[src/rtl/gin_pkg.sv]
// Shared types and helpers for the gin_scatter input network.
// Holds the tag struct, the issue FSM encoding and the ID scan-chain layout
// helpers (chain length and per-field MSB positions).
package gin_pkg;

    localparam int TAG_ROW_W = 4;
    localparam int TAG_COL_W = 4;
    localparam int DEF_ROWS  = 12;
    localparam int DEF_COLS  = 14;

    // Tag widths are fixed here; the top-level tag width parameters must match.
    typedef struct packed {
        logic [TAG_COL_W-1:0] col;
        logic [TAG_ROW_W-1:0] row;
    } gin_tag_t;

    typedef enum logic [1:0] {
        ST_IDLE  = 2'd0,
        ST_ISSUE = 2'd1,
        ST_HOLD  = 2'd2
    } gin_state_t;

    function automatic int id_chain_len(input int rows, input int cols, input int rw, input int cw);
        return rows * rw + rows * cols * cw;
    endfunction

    // Row IDs sit at the top of the chain, row 0 first.
    function automatic int row_id_msb(input int len, input int r, input int rw);
        return len - 1 - r * rw;
    endfunction

    // Column IDs follow the row IDs, row-major then column-minor.
    function automatic int col_id_msb(input int len, input int rows, input int cols,
                                      input int rw, input int cw, input int r, input int c);
        return len - 1 - rows * rw - (r * cols + c) * cw;
    endfunction

    localparam int DEF_ID_CHAIN_LEN = id_chain_len(DEF_ROWS, DEF_COLS, TAG_ROW_W, TAG_COL_W);

endpackage

[src/rtl/gin_sync_fifo.sv]
// Single-clock FIFO with registered full/empty flags.
// Ports: clk, reset (async active-low), wr_en/wr_data (write, ignored when
// full), rd_en/rd_data (rd_data shows the oldest entry, pop ignored when
// empty), full, empty.
module gin_sync_fifo #(
    parameter int WIDTH = 8,
    parameter int DEPTH = 16
) (
    input  logic             clk,
    input  logic             reset,
    input  logic             wr_en,
    input  logic [WIDTH-1:0] wr_data,
    input  logic             rd_en,
    output logic [WIDTH-1:0] rd_data,
    output logic             full,
    output logic             empty
);
    localparam int AW = $clog2(DEPTH);
    localparam int CW = AW + 1;

    logic [WIDTH-1:0] mem [DEPTH];
    logic [AW-1:0]    wr_ptr;
    logic [AW-1:0]    rd_ptr;
    logic [CW-1:0]    count;
    logic [CW-1:0]    count_nxt;
    logic             do_wr;
    logic             do_rd;

    assign do_wr   = wr_en & ~full;
    assign do_rd   = rd_en & ~empty;
    assign rd_data = mem[rd_ptr];

    always_comb begin
        count_nxt = count;
        case ({do_wr, do_rd})
            2'b10:   count_nxt = count + CW'(1);
            2'b01:   count_nxt = count - CW'(1);
            default: count_nxt = count;
        endcase
    end

    // Pointers are AW bits wide, so they wrap modulo DEPTH on their own.
    always_ff @(posedge clk or negedge reset) begin
        if (!reset) begin
            wr_ptr <= '0;
            rd_ptr <= '0;
            count  <= '0;
            full   <= 1'b0;
            empty  <= 1'b1;
        end else begin
            if (do_wr) wr_ptr <= wr_ptr + AW'(1);
            if (do_rd) rd_ptr <= rd_ptr + AW'(1);
            count <= count_nxt;
            full  <= (count_nxt == CW'(DEPTH));
            empty <= (count_nxt == '0);
        end
    end

    always_ff @(posedge clk) begin
        if (do_wr) mem[wr_ptr] <= wr_data;
    end

endmodule

[src/rtl/gin_scatter.sv]
// Input-side scatter network: queues tagged words from the buffer side and
// multicasts each one to every PE whose scan-loaded (row, col) ID matches.
// Ports: clk, reset (async active-low); wr_en/row_tag/col_tag/data_in host
// write, full/empty status; data_out + enable_out[col][row] to the PE array,
// ready_in[col][row] back; se_id/si_id/so_id ID scan chain;
// delivered_cnt/dropped_cnt saturating statistics.
//
//   state    | meaning
//   ---------+-------------------------------------------------------------
//   ST_IDLE  | no head word waiting
//   ST_ISSUE | head word present: drop it if nothing matches, else wait
//            | until every matching PE is ready and strobe them all at once
//   ST_HOLD  | ID chain shifting; no issue and no drop
module gin_scatter
    import gin_pkg::*;
#(
    parameter int DATA_WIDTH    = 64,
    parameter int ROW_TAG_WIDTH = TAG_ROW_W,
    parameter int COL_TAG_WIDTH = TAG_COL_W,
    parameter int NUM_OF_ROWS   = 12,
    parameter int NUM_OF_COLS   = 14,
    parameter int FIFO_DEPTH    = 16,
    parameter int CNT_WIDTH     = 16
) (
    input  logic                                    clk,
    input  logic                                    reset,
    input  logic                                    wr_en,
    input  logic [ROW_TAG_WIDTH-1:0]                row_tag,
    input  logic [COL_TAG_WIDTH-1:0]                col_tag,
    input  logic [DATA_WIDTH-1:0]                   data_in,
    output logic                                    full,
    output logic                                    empty,
    output logic [DATA_WIDTH-1:0]                   data_out,
    output logic [0:NUM_OF_COLS-1][0:NUM_OF_ROWS-1] enable_out,
    input  logic [0:NUM_OF_COLS-1][0:NUM_OF_ROWS-1] ready_in,
    input  logic                                    se_id,
    input  logic                                    si_id,
    output logic                                    so_id,
    output logic [CNT_WIDTH-1:0]                    delivered_cnt,
    output logic [CNT_WIDTH-1:0]                    dropped_cnt
);
    localparam int ID_LEN = id_chain_len(NUM_OF_ROWS, NUM_OF_COLS, ROW_TAG_WIDTH, COL_TAG_WIDTH);
    localparam int TAG_W  = COL_TAG_WIDTH + ROW_TAG_WIDTH;
    localparam int QW     = TAG_W + DATA_WIDTH;
    localparam int OCC_W  = $clog2(FIFO_DEPTH + 1);

    gin_state_t                              state;
    logic                                    q_rd;
    logic                                    q_full;
    logic                                    q_empty;
    logic [QW-1:0]                           q_rd_data;
    logic                                    wr_accept;
    gin_tag_t                                head_tag;
    logic [DATA_WIDTH-1:0]                   head_data;
    logic                                    head_valid;
    logic [OCC_W-1:0]                        occ;
    logic [OCC_W-1:0]                        occ_nxt;
    logic [ID_LEN-1:0]                       id_chain;
    logic [ROW_TAG_WIDTH-1:0]                id_row [NUM_OF_ROWS];
    logic [COL_TAG_WIDTH-1:0]                id_col [NUM_OF_ROWS][NUM_OF_COLS];
    logic [0:NUM_OF_COLS-1][0:NUM_OF_ROWS-1] match;
    logic                                    any_match;
    logic                                    all_ready;
    logic                                    issue_ok;
    logic                                    fire;
    logic                                    drop;
    logic                                    consume;

    // full covers the head register as well as the queue, so the block holds
    // at most FIFO_DEPTH words in total.
    assign wr_accept = wr_en & ~full & ~q_full;
    assign q_rd      = ~head_valid | consume;
    assign empty     = q_empty & ~head_valid;
    assign data_out  = head_data;

    gin_sync_fifo #(
        .WIDTH (QW),
        .DEPTH (FIFO_DEPTH)
    ) u_queue (
        .clk     (clk),
        .reset   (reset),
        .wr_en   (wr_accept),
        .wr_data ({col_tag, row_tag, data_in}),
        .rd_en   (q_rd),
        .rd_data (q_rd_data),
        .full    (q_full),
        .empty   (q_empty)
    );

    for (genvar r = 0; r < NUM_OF_ROWS; r++) begin : g_row
        assign id_row[r] = id_chain[row_id_msb(ID_LEN, r, ROW_TAG_WIDTH) -: ROW_TAG_WIDTH];
        for (genvar c = 0; c < NUM_OF_COLS; c++) begin : g_col
            assign id_col[r][c] = id_chain[col_id_msb(ID_LEN, NUM_OF_ROWS, NUM_OF_COLS,
                                                      ROW_TAG_WIDTH, COL_TAG_WIDTH, r, c)
                                           -: COL_TAG_WIDTH];
        end
    end

    always_comb begin
        match = '0;
        for (int r = 0; r < NUM_OF_ROWS; r++) begin
            for (int c = 0; c < NUM_OF_COLS; c++) begin
                match[c][r] = head_valid && (id_row[r] == head_tag.row)
                              && (id_col[r][c] == head_tag.col);
            end
        end
    end

    // se_id gates issue directly so a half-shifted chain can never strobe or drop.
    assign any_match  = |match;
    assign all_ready  = &(ready_in | ~match);
    assign issue_ok   = (state == ST_ISSUE) && !se_id && head_valid;
    assign fire       = issue_ok && any_match && all_ready;
    assign drop       = issue_ok && !any_match;
    assign consume    = fire | drop;
    assign enable_out = fire ? match : '0;

    always_comb begin
        occ_nxt = occ;
        if (wr_accept) occ_nxt = occ_nxt + OCC_W'(1);
        if (consume)   occ_nxt = occ_nxt - OCC_W'(1);
    end

    always_ff @(posedge clk or negedge reset) begin
        if (!reset) begin
            occ  <= '0;
            full <= 1'b0;
        end else begin
            occ  <= occ_nxt;
            full <= (occ_nxt == OCC_W'(FIFO_DEPTH));
        end
    end

    always_ff @(posedge clk or negedge reset) begin
        if (!reset) begin
            head_valid <= 1'b0;
            head_tag   <= '0;
            head_data  <= '0;
        end else if (q_rd && !q_empty) begin
            head_valid <= 1'b1;
            head_tag   <= q_rd_data[DATA_WIDTH +: TAG_W];
            head_data  <= q_rd_data[DATA_WIDTH-1:0];
        end else if (consume) begin
            head_valid <= 1'b0;
        end
    end

    always_ff @(posedge clk or negedge reset) begin
        if (!reset) begin
            state <= ST_IDLE;
        end else if (se_id) begin
            state <= ST_HOLD;
        end else begin
            case (state)
                ST_IDLE, ST_HOLD: state <= head_valid ? ST_ISSUE : ST_IDLE;
                ST_ISSUE: begin
                    // After a consume the head reloads only if the queue has a word.
                    if (consume) state <= q_empty ? ST_IDLE : ST_ISSUE;
                end
                default: state <= ST_IDLE;
            endcase
        end
    end

    // so_id is registered: it shows the bit that left the chain MSB on the last shift.
    always_ff @(posedge clk or negedge reset) begin
        if (!reset) begin
            id_chain <= '1;
            so_id    <= 1'b0;
        end else if (se_id) begin
            id_chain <= {id_chain[ID_LEN-2:0], si_id};
            so_id    <= id_chain[ID_LEN-1];
        end
    end

    always_ff @(posedge clk or negedge reset) begin
        if (!reset) begin
            delivered_cnt <= '0;
            dropped_cnt   <= '0;
        end else begin
            if (fire && delivered_cnt != '1) delivered_cnt <= delivered_cnt + CNT_WIDTH'(1);
            if (drop && dropped_cnt != '1)   dropped_cnt   <= dropped_cnt + CNT_WIDTH'(1);
        end
    end

endmodule

[config.mk]
export PLATFORM = sky130hd
export DESIGN_NAME = gin_scatter
export DESIGN_NICKNAME = d
export VERILOG_FILES = /design/src/rtl/gin_pkg.sv /design/src/rtl/gin_sync_fifo.sv /design/src/rtl/gin_scatter.sv
export SDC_FILE = /design/constraint.sdc
export NUM_CORES = 2
export LEC_CHECK = 0
export CAP_MARGIN = 25
export CORE_MARGIN = 10
export CORE_UTILIZATION = 50
export DETAILED_ROUTE_END_ITERATION = 12
export PLACE_DENSITY = 0.69
export SKIP_CTS_REPAIR_TIMING = 1
export SLEW_MARGIN = 5
export SYNTH_ARGS = -nofsm -noshare
export SYNTH_HDL_FRONTEND = slang
export SYNTH_HIERARCHICAL = 1
export SYNTH_SLANG_ARGS = --single-unit
[constraint.sdc]
create_clock -name clk -period 9.55 [get_ports clk]
set_input_delay 1.91 -clock clk [delete_from_list [all_inputs] [get_ports clk]]
set_output_delay 1.91 -clock clk [all_outputs]
set_load 0.05 [all_outputs]
After elaboration in Yosys (flattened, before gate mapping). Memories as Yosys holds them, arrays and structs flattened. A register that Yosys moved wholly into a read port is not among the register bits. Index checks and enable logic that the tools add are counted.

Memories: 1. Memory bits (writable): 1152. Input bits: 245. Register bits after elaboration: 777. Word-level logic and storage cells: 435. Output and inout port bits: 267.

Memory list: u_queue.mem (depth 16, width 72, rd ports 1, clocked after memory_dff 1, write ports 1, RTL line gin_sync_fifo.sv:21) `logic [WIDTH-1:0] mem [DEPTH];`.

Muxes and demuxes: 13. Add/subtract/negate cells: 8. Bitwise logic cells: 13. Reductions and logical operators: 198. Eq/ne operators: 189.

Operator list (count): == test 4 bit (180); logical AND 1 bit (188); two-way mux 168 bit (1); inverter 168 bit (1); bitwise OR 168 bit (1); AND reduction 168 bit (1); OR reduction 168 bit (1); adder 16 x 1 -> 16 bit, second input constant (2); inequality test 16 bit, second input constant (2); adder 5 x 1 -> 5 bit, second input constant (2); == test 5 bit, second input constant (2); two-way mux 5 bit (2); one-hot mux 5 bit (2 select lines) (1); subtractor 5 x 1 -> 5 bit, second input constant (2); adder 4 x 1 -> 4 bit, second input constant (2); two-way mux 1 bit (6); AND 1 bit (5); logical NOT 5 bit (1); == test 2 x 1 -> 1 bit, second input constant (2); == test 2 bit, second input constant (2); logical NOT 1 bit (4); two-way mux 2 bit (2); inverter 1 bit (4); one-hot mux 2 bit (2 select lines) (1); 5 further kinds (6).

Logic depth before layout (Yosys ltp).
Depth after elaboration: 13. Mapped depth: 24. Gate-level depth less buffers: 17.

Hierarchy. Netlist, hierarchy kept.

Modules (own cells, without submodules): gin_sync_fifo (cells each 1696, area each 44058.5 µm², sequential area each 34969.8 µm², instances 1); gin_scatter (cells each 3393, area each 43032.5 µm², sequential area each 21770.9 µm², instances 1).

Worst setup path before layout. Ideal clock, no wire load.

Path type: in2reg. Start: in wr_en. End: mem u_queue/mem[3][0] in the netlist's numbering (enable). Data arrival time: 7.938 ns. Data required time: 8.960 ns. Slack: 1.022 ns. Stages: 5. Setup time: 0.590 ns. Buffers on the path: 1. Cells stage by stage: nor3b_1 nor2b_1 clkbuf_1 nand2_1 nor3_1.

Word-level cells in the longest chain between the ends: 5.

RTL lines: start, declared (RTL line gin_scatter.sv:27) `input logic wr_en,`; AND 1 bit (2 in series) (RTL line gin_scatter.sv:71) `assign wr_accept = wr_en & ~full & ~q_full;`; AND 1 bit (RTL line gin_sync_fifo.sv:29) `assign do_wr = wr_en & ~full;`; two-way mux 1 bit (RTL line gin_sync_fifo.sv:60) `if (do_wr) mem[wr_ptr] <= wr_data;`; two-way mux 1 bit (not written as such) (RTL line gin_sync_fifo.sv:60); end, declared (RTL line gin_sync_fifo.sv:21).

Every way passes these cells.

==> results.md <==
Run status:
- The run finished with clean final reports.

Final layout:
- The post-route netlist has a little over two fifths of its cells at a drive strength greater than 1.
- From synthesis to final layout, the design area changed by 18.7%.
- The final layout contains roughly 5.9k nets.
- Leaving out fill and tap cells, the most frequent cell in the layout is sky130_fd_sc_hd__edfxtp_1.
- The flip-flop and latch area is between 50000 and 60000 µm².
- After routing the design area is around 100000 µm².
- The area of the multi-input gates is 28800 µm².
- The fill cell total of the finished layout is around 13k.
- In the layout the commonest cells are sky130_fd_sc_hd__edfxtp_1, sky130_fd_sc_hd__mux2_2, sky130_fd_sc_hd__dfstp_2.

Pwr:
- The sequential share of power is 51.7%.
- The power share of the clock group is 40.7%.
- Net switching is between 20% and 30% of the power.
- The combinational group share of total power is around 7.5%.
- The maximum vdd ir drop is just under 0.0002 V.
- The ratio of total power to cell area is approximately 190 nW/µm².
- The power spent charging and discharging nets is ~0.0044 W.
- The leakage power is roughly 37 nW.
- The design internal power is 0.0149 W.

Worst setup path:
- At the worst endpoint, the required time is ~7600 ps.
- The worst register-to-register path has a depth of 20.
- The launch point of the worst reg-to-reg path is head_tag[6].
- The critical path is of the register to output port type.
- For the worst setup path, the data arrival time is roughly 6900 ps.
- The worst setup path is launched from a register.
- In this run the worst path has a maximum fanout of 36.
- The capture point of the worst reg-to-reg path is u_queue/full.
- The worst setup path is captured at an output port.
- The register-to-register setup slack is between 2000 and 3000 ps.

Timing:
- The peak clock frequency supported by timing is ~110 MHz.
- The total setup violations reported at the end of the flow is 0.
- Dividing the final minimum period by the clock period gives 92.3%.
- The worst clock skew is between 40 and 50 ps.
- For the pin with the worst max-slew slack, the measured transition is approximately 1200 ps.
- In the post-route analysis, the smallest setup slack over all paths is between 700 and 800 ps.
- The max-slew violation count is 0.
- In the final timing run, aggregate negative setup slack is 0 ps.
- The final hold violation count is 0.
- The worst max-slew margin expressed relative to the limit is 22.3%.
- Setup repair after global routing left no endpoint under its margin.
- The final critical-path required period is a little under 9000 ps.

Drt:
- The vias after detailed routing is just under 50k.
- The routed length per placed instance is around 29 µm.
- The detailed-route wire length is between 200000 and 250000 µm.
- The count of nets left with antenna violations once routing finished came out at 0.
- The first-pass iteration count of the detailed router is 7.
- The first routing iteration left between 3k and 4k violations.
- The number of design rule violations left after detail routing is 0.
- After detailed routing, the number of vias per cell comes to ~5.9.

Hold path:
- Counting instances, the worst hold path has a depth of 1.
- The origin of the worst min-delay path is data_out[4].
- The capture endpoint of the worst hold path is data_out[4].
- The worst min-delay path class is register to register.

CTS:
- The total number of H-tree levels is 4.
- The clock passes through at most 3 buffers.
- Clock tree synthesis inserted a total of 202 buffers.
- Clock-pin slew was measured on the worst setup and hold paths at 60 ps.
- The total number of clock tree sinks is between 2k and 2.5k.
- The source-to-sink clock delay at the later pin of the worst-skew pair is approximately 840 ps.
- The CTS tree is yes.
- The clock root buffer is sky130_fd_sc_hd__clkbuf_16.

Die:
- The floorplan has around 150 rows.
- The floorplan die width is approximately 440 µm.
- Measured along the y axis, the die boundary spans around 440 µm.
- The floorplan step defined a die boundary enclosing approximately 190000 µm².
- The core region is ~170000 µm².
- The starting density of the core is 50.2%.
- During I/O placement, the number of pins put on the boundary was just over 500.

Global routing:
- The number of antenna violations at the first check in global routing was 32.
- The pin count of the biggest net entering global routing is between 150 and 200.
- The first global-routing pass estimated about 340000 µm of wire.
- The residual overflow from global routing is 0.
- The number of global-route vias before repair is between 40k and 50k.
- Global routing used around 24% of the available tracks.

Logic synthesis:
- Counting distinct cell types in the post-synthesis netlist gives 70.
- The register bit total from synthesis is ~2.0k.
- The area of the mapped netlist is between 80000 and 90000 µm².
- For this run, the number of Yosys warnings is 6.
- Of the synthesized area, sequential elements account for between 60% and 70%.
- The async set-reset flop share out of synthesis is between 40% and 50%.
- The number of nets handed over by synthesis was between 5k and 6k.
- In the synthesized netlist the dominant register cell turns out to be sky130_fd_sc_hd__edfxtp_1.
- The average size of a mapped cell is approximately 17 µm².
- The number of synthesized flops with an enable pin is 1152.
- Counting every instance in the synthesized netlist gives 5089.

Place:
- The area of placed instances is 96600 µm².
- Routability-driven placement finished with a final weighted congestion of about 1.
- The total of buffers placed on input and output ports is approximately 510.
- The total half-perimeter wirelength after legalization and detailed placement is 153000 µm.
- The worst slack after detailed placement is 1360 ps.

Flow run:
- Max-cap violations in this run came to 0.
[cells by family after synthesis]
| group | count (synthesis) | share of synthesized area, % |
|---|---|---|
| XOR/XNOR | 752 | 7.56 |
| adder cells (fa/ha/maj) | 12 | 0.172 |
| AO/OA/AOI/OAI | 166 | 1.37 |
| buffers and inverters | 309 | 1.91 |
| multiplexers | 1162 | 19.7 |
| AND/OR/NAND/NOR | 687 | 4.16 |
| flip-flops | 2001 | 65.2 |
[flip-flops by register name, summed over array words and instances (netlist names), 2 cells and up]
signal and flops:
u_queue/mem 1152, id_chain 720, data_out 64, delivered_cnt 16, dropped_cnt 16, head_tag 8
occ 5, u_queue/count 5, u_queue/rd_ptr 4, u_queue/wr_ptr 4, state 2
[power groups by stage]
stage / Sequential (W) / Clock [W] / Combinational, W
after floorplan: 0.0102 / 0 / 0.000772
after global placement: 0.0101 / 0 / 0.00144
after detailed placement: 0.0102 / 0 / 0.00147
after CTS: 0.0100 / 0.00806 / 0.00148
after global routing: 0.0101 / 0.00842 / 0.00155
final: 0.0100 / 0.00789 / 0.00146
[critical path: stages (launching register included)]
cell and delay, ps:
sky130_fd_sc_hd__dfrtp_4 950, sky130_fd_sc_hd__buf_4 530, sky130_fd_sc_hd__buf_4 340, sky130_fd_sc_hd__xnor2_1 110, sky130_fd_sc_hd__nand4_1 320, sky130_fd_sc_hd__nor4_1 90
sky130_fd_sc_hd__a2111oi_0 690, sky130_fd_sc_hd__o2111ai_1 310, sky130_fd_sc_hd__nor4_1 360, sky130_fd_sc_hd__nand4_1 180, sky130_fd_sc_hd__nand2b_2 580, sky130_fd_sc_hd__buf_12 350
sky130_fd_sc_hd__or2_2 410, sky130_fd_sc_hd__nor2_1 530, sky130_fd_sc_hd__buf_12 220
[cell usage after synthesis, types with 12 or more instances]
master / instances / area [µm²]
sky130_fd_sc_hd__edfxtp_1: 1152 / 34600
sky130_fd_sc_hd__mux2_2: 726 / 8180
sky130_fd_sc_hd__dfstp_2: 721 / 18900
sky130_fd_sc_hd__xnor2_1: 696 / 6100
sky130_fd_sc_hd__mux4_2: 360 / 8110
sky130_fd_sc_hd__nor2_1: 200 / 751
sky130_fd_sc_hd__nand4_1: 193 / 1210
sky130_fd_sc_hd__clkbuf_1: 140 / 526
sky130_fd_sc_hd__dfrtp_1: 128 / 3200
sky130_fd_sc_hd__mux2_1: 73 / 822
sky130_fd_sc_hd__buf_4: 62 / 465
sky130_fd_sc_hd__buf_2: 57 / 285
sky130_fd_sc_hd__nand2_1: 57 / 214
sky130_fd_sc_hd__nor4_1: 57 / 357
sky130_fd_sc_hd__xor2_1: 56 / 490
sky130_fd_sc_hd__o22ai_1: 49 / 307
sky130_fd_sc_hd__nor3_1: 45 / 225
sky130_fd_sc_hd__nand3_1: 32 / 160
sky130_fd_sc_hd__buf_6: 27 / 304
sky130_fd_sc_hd__nand2b_1: 20 / 125
sky130_fd_sc_hd__a21oi_1: 18 / 90.1
sky130_fd_sc_hd__o21ai_0: 18 / 90.1
sky130_fd_sc_hd__or2_2: 16 / 100
sky130_fd_sc_hd__inv_1: 14 / 52.6
sky130_fd_sc_hd__nor2b_1: 13 / 81.3
sky130_fd_sc_hd__ha_1: 12 / 150
[worst max-delay path by stage]
stage / startpoint / to / depth (start not counted)
3_5_place_dp: ready_in[30] / enable_out[146] / 11
2_1_floorplan: wr_en / u_queue/mem[3][0] / 5
5_1_grt: head_tag[6] / enable_out[146] / 14
3_3_place_gp: ready_in[35] / enable_out[146] / 11
6_report: head_tag[6] / enable_out[50] / 14
4_1_cts: head_tag[6] / enable_out[146] / 14
[area by class of cell]
cell class,count,share of cell area [%]
clock buffer,299,5.60
inverter,15,0.0545
antenna,13,0.0315
clock inverter,79,0.883
timing repair buffer,639,7.85
multi-input combinational,2779,27.9
tap,2325,2.81
sequential,2001,54.9
[stage by stage]
step           utilization, %  total power [W]  hold slack (ps)  std cells
2_1_floorplan               -           0.0109              452       5089
3_3_place_gp             55.6           0.0116              467       7747
3_5_place_dp             55.6           0.0117              470       7757
4_1_cts                  59.5           0.0196              488       8135
5_1_grt                  59.5           0.0200              496       8145
6_report                 59.5           0.0194              486       8150
[layer usage]
layer | routed length [µm] | track usage, %
met1 | 89600 | 29.6
met4 | 11900 | 11.4
met3 | 15200 | 5.35
met5 | 140 | 0
met2 | 119000 | 40.9
Note: power is estimated with default switching activity, not from simulation.
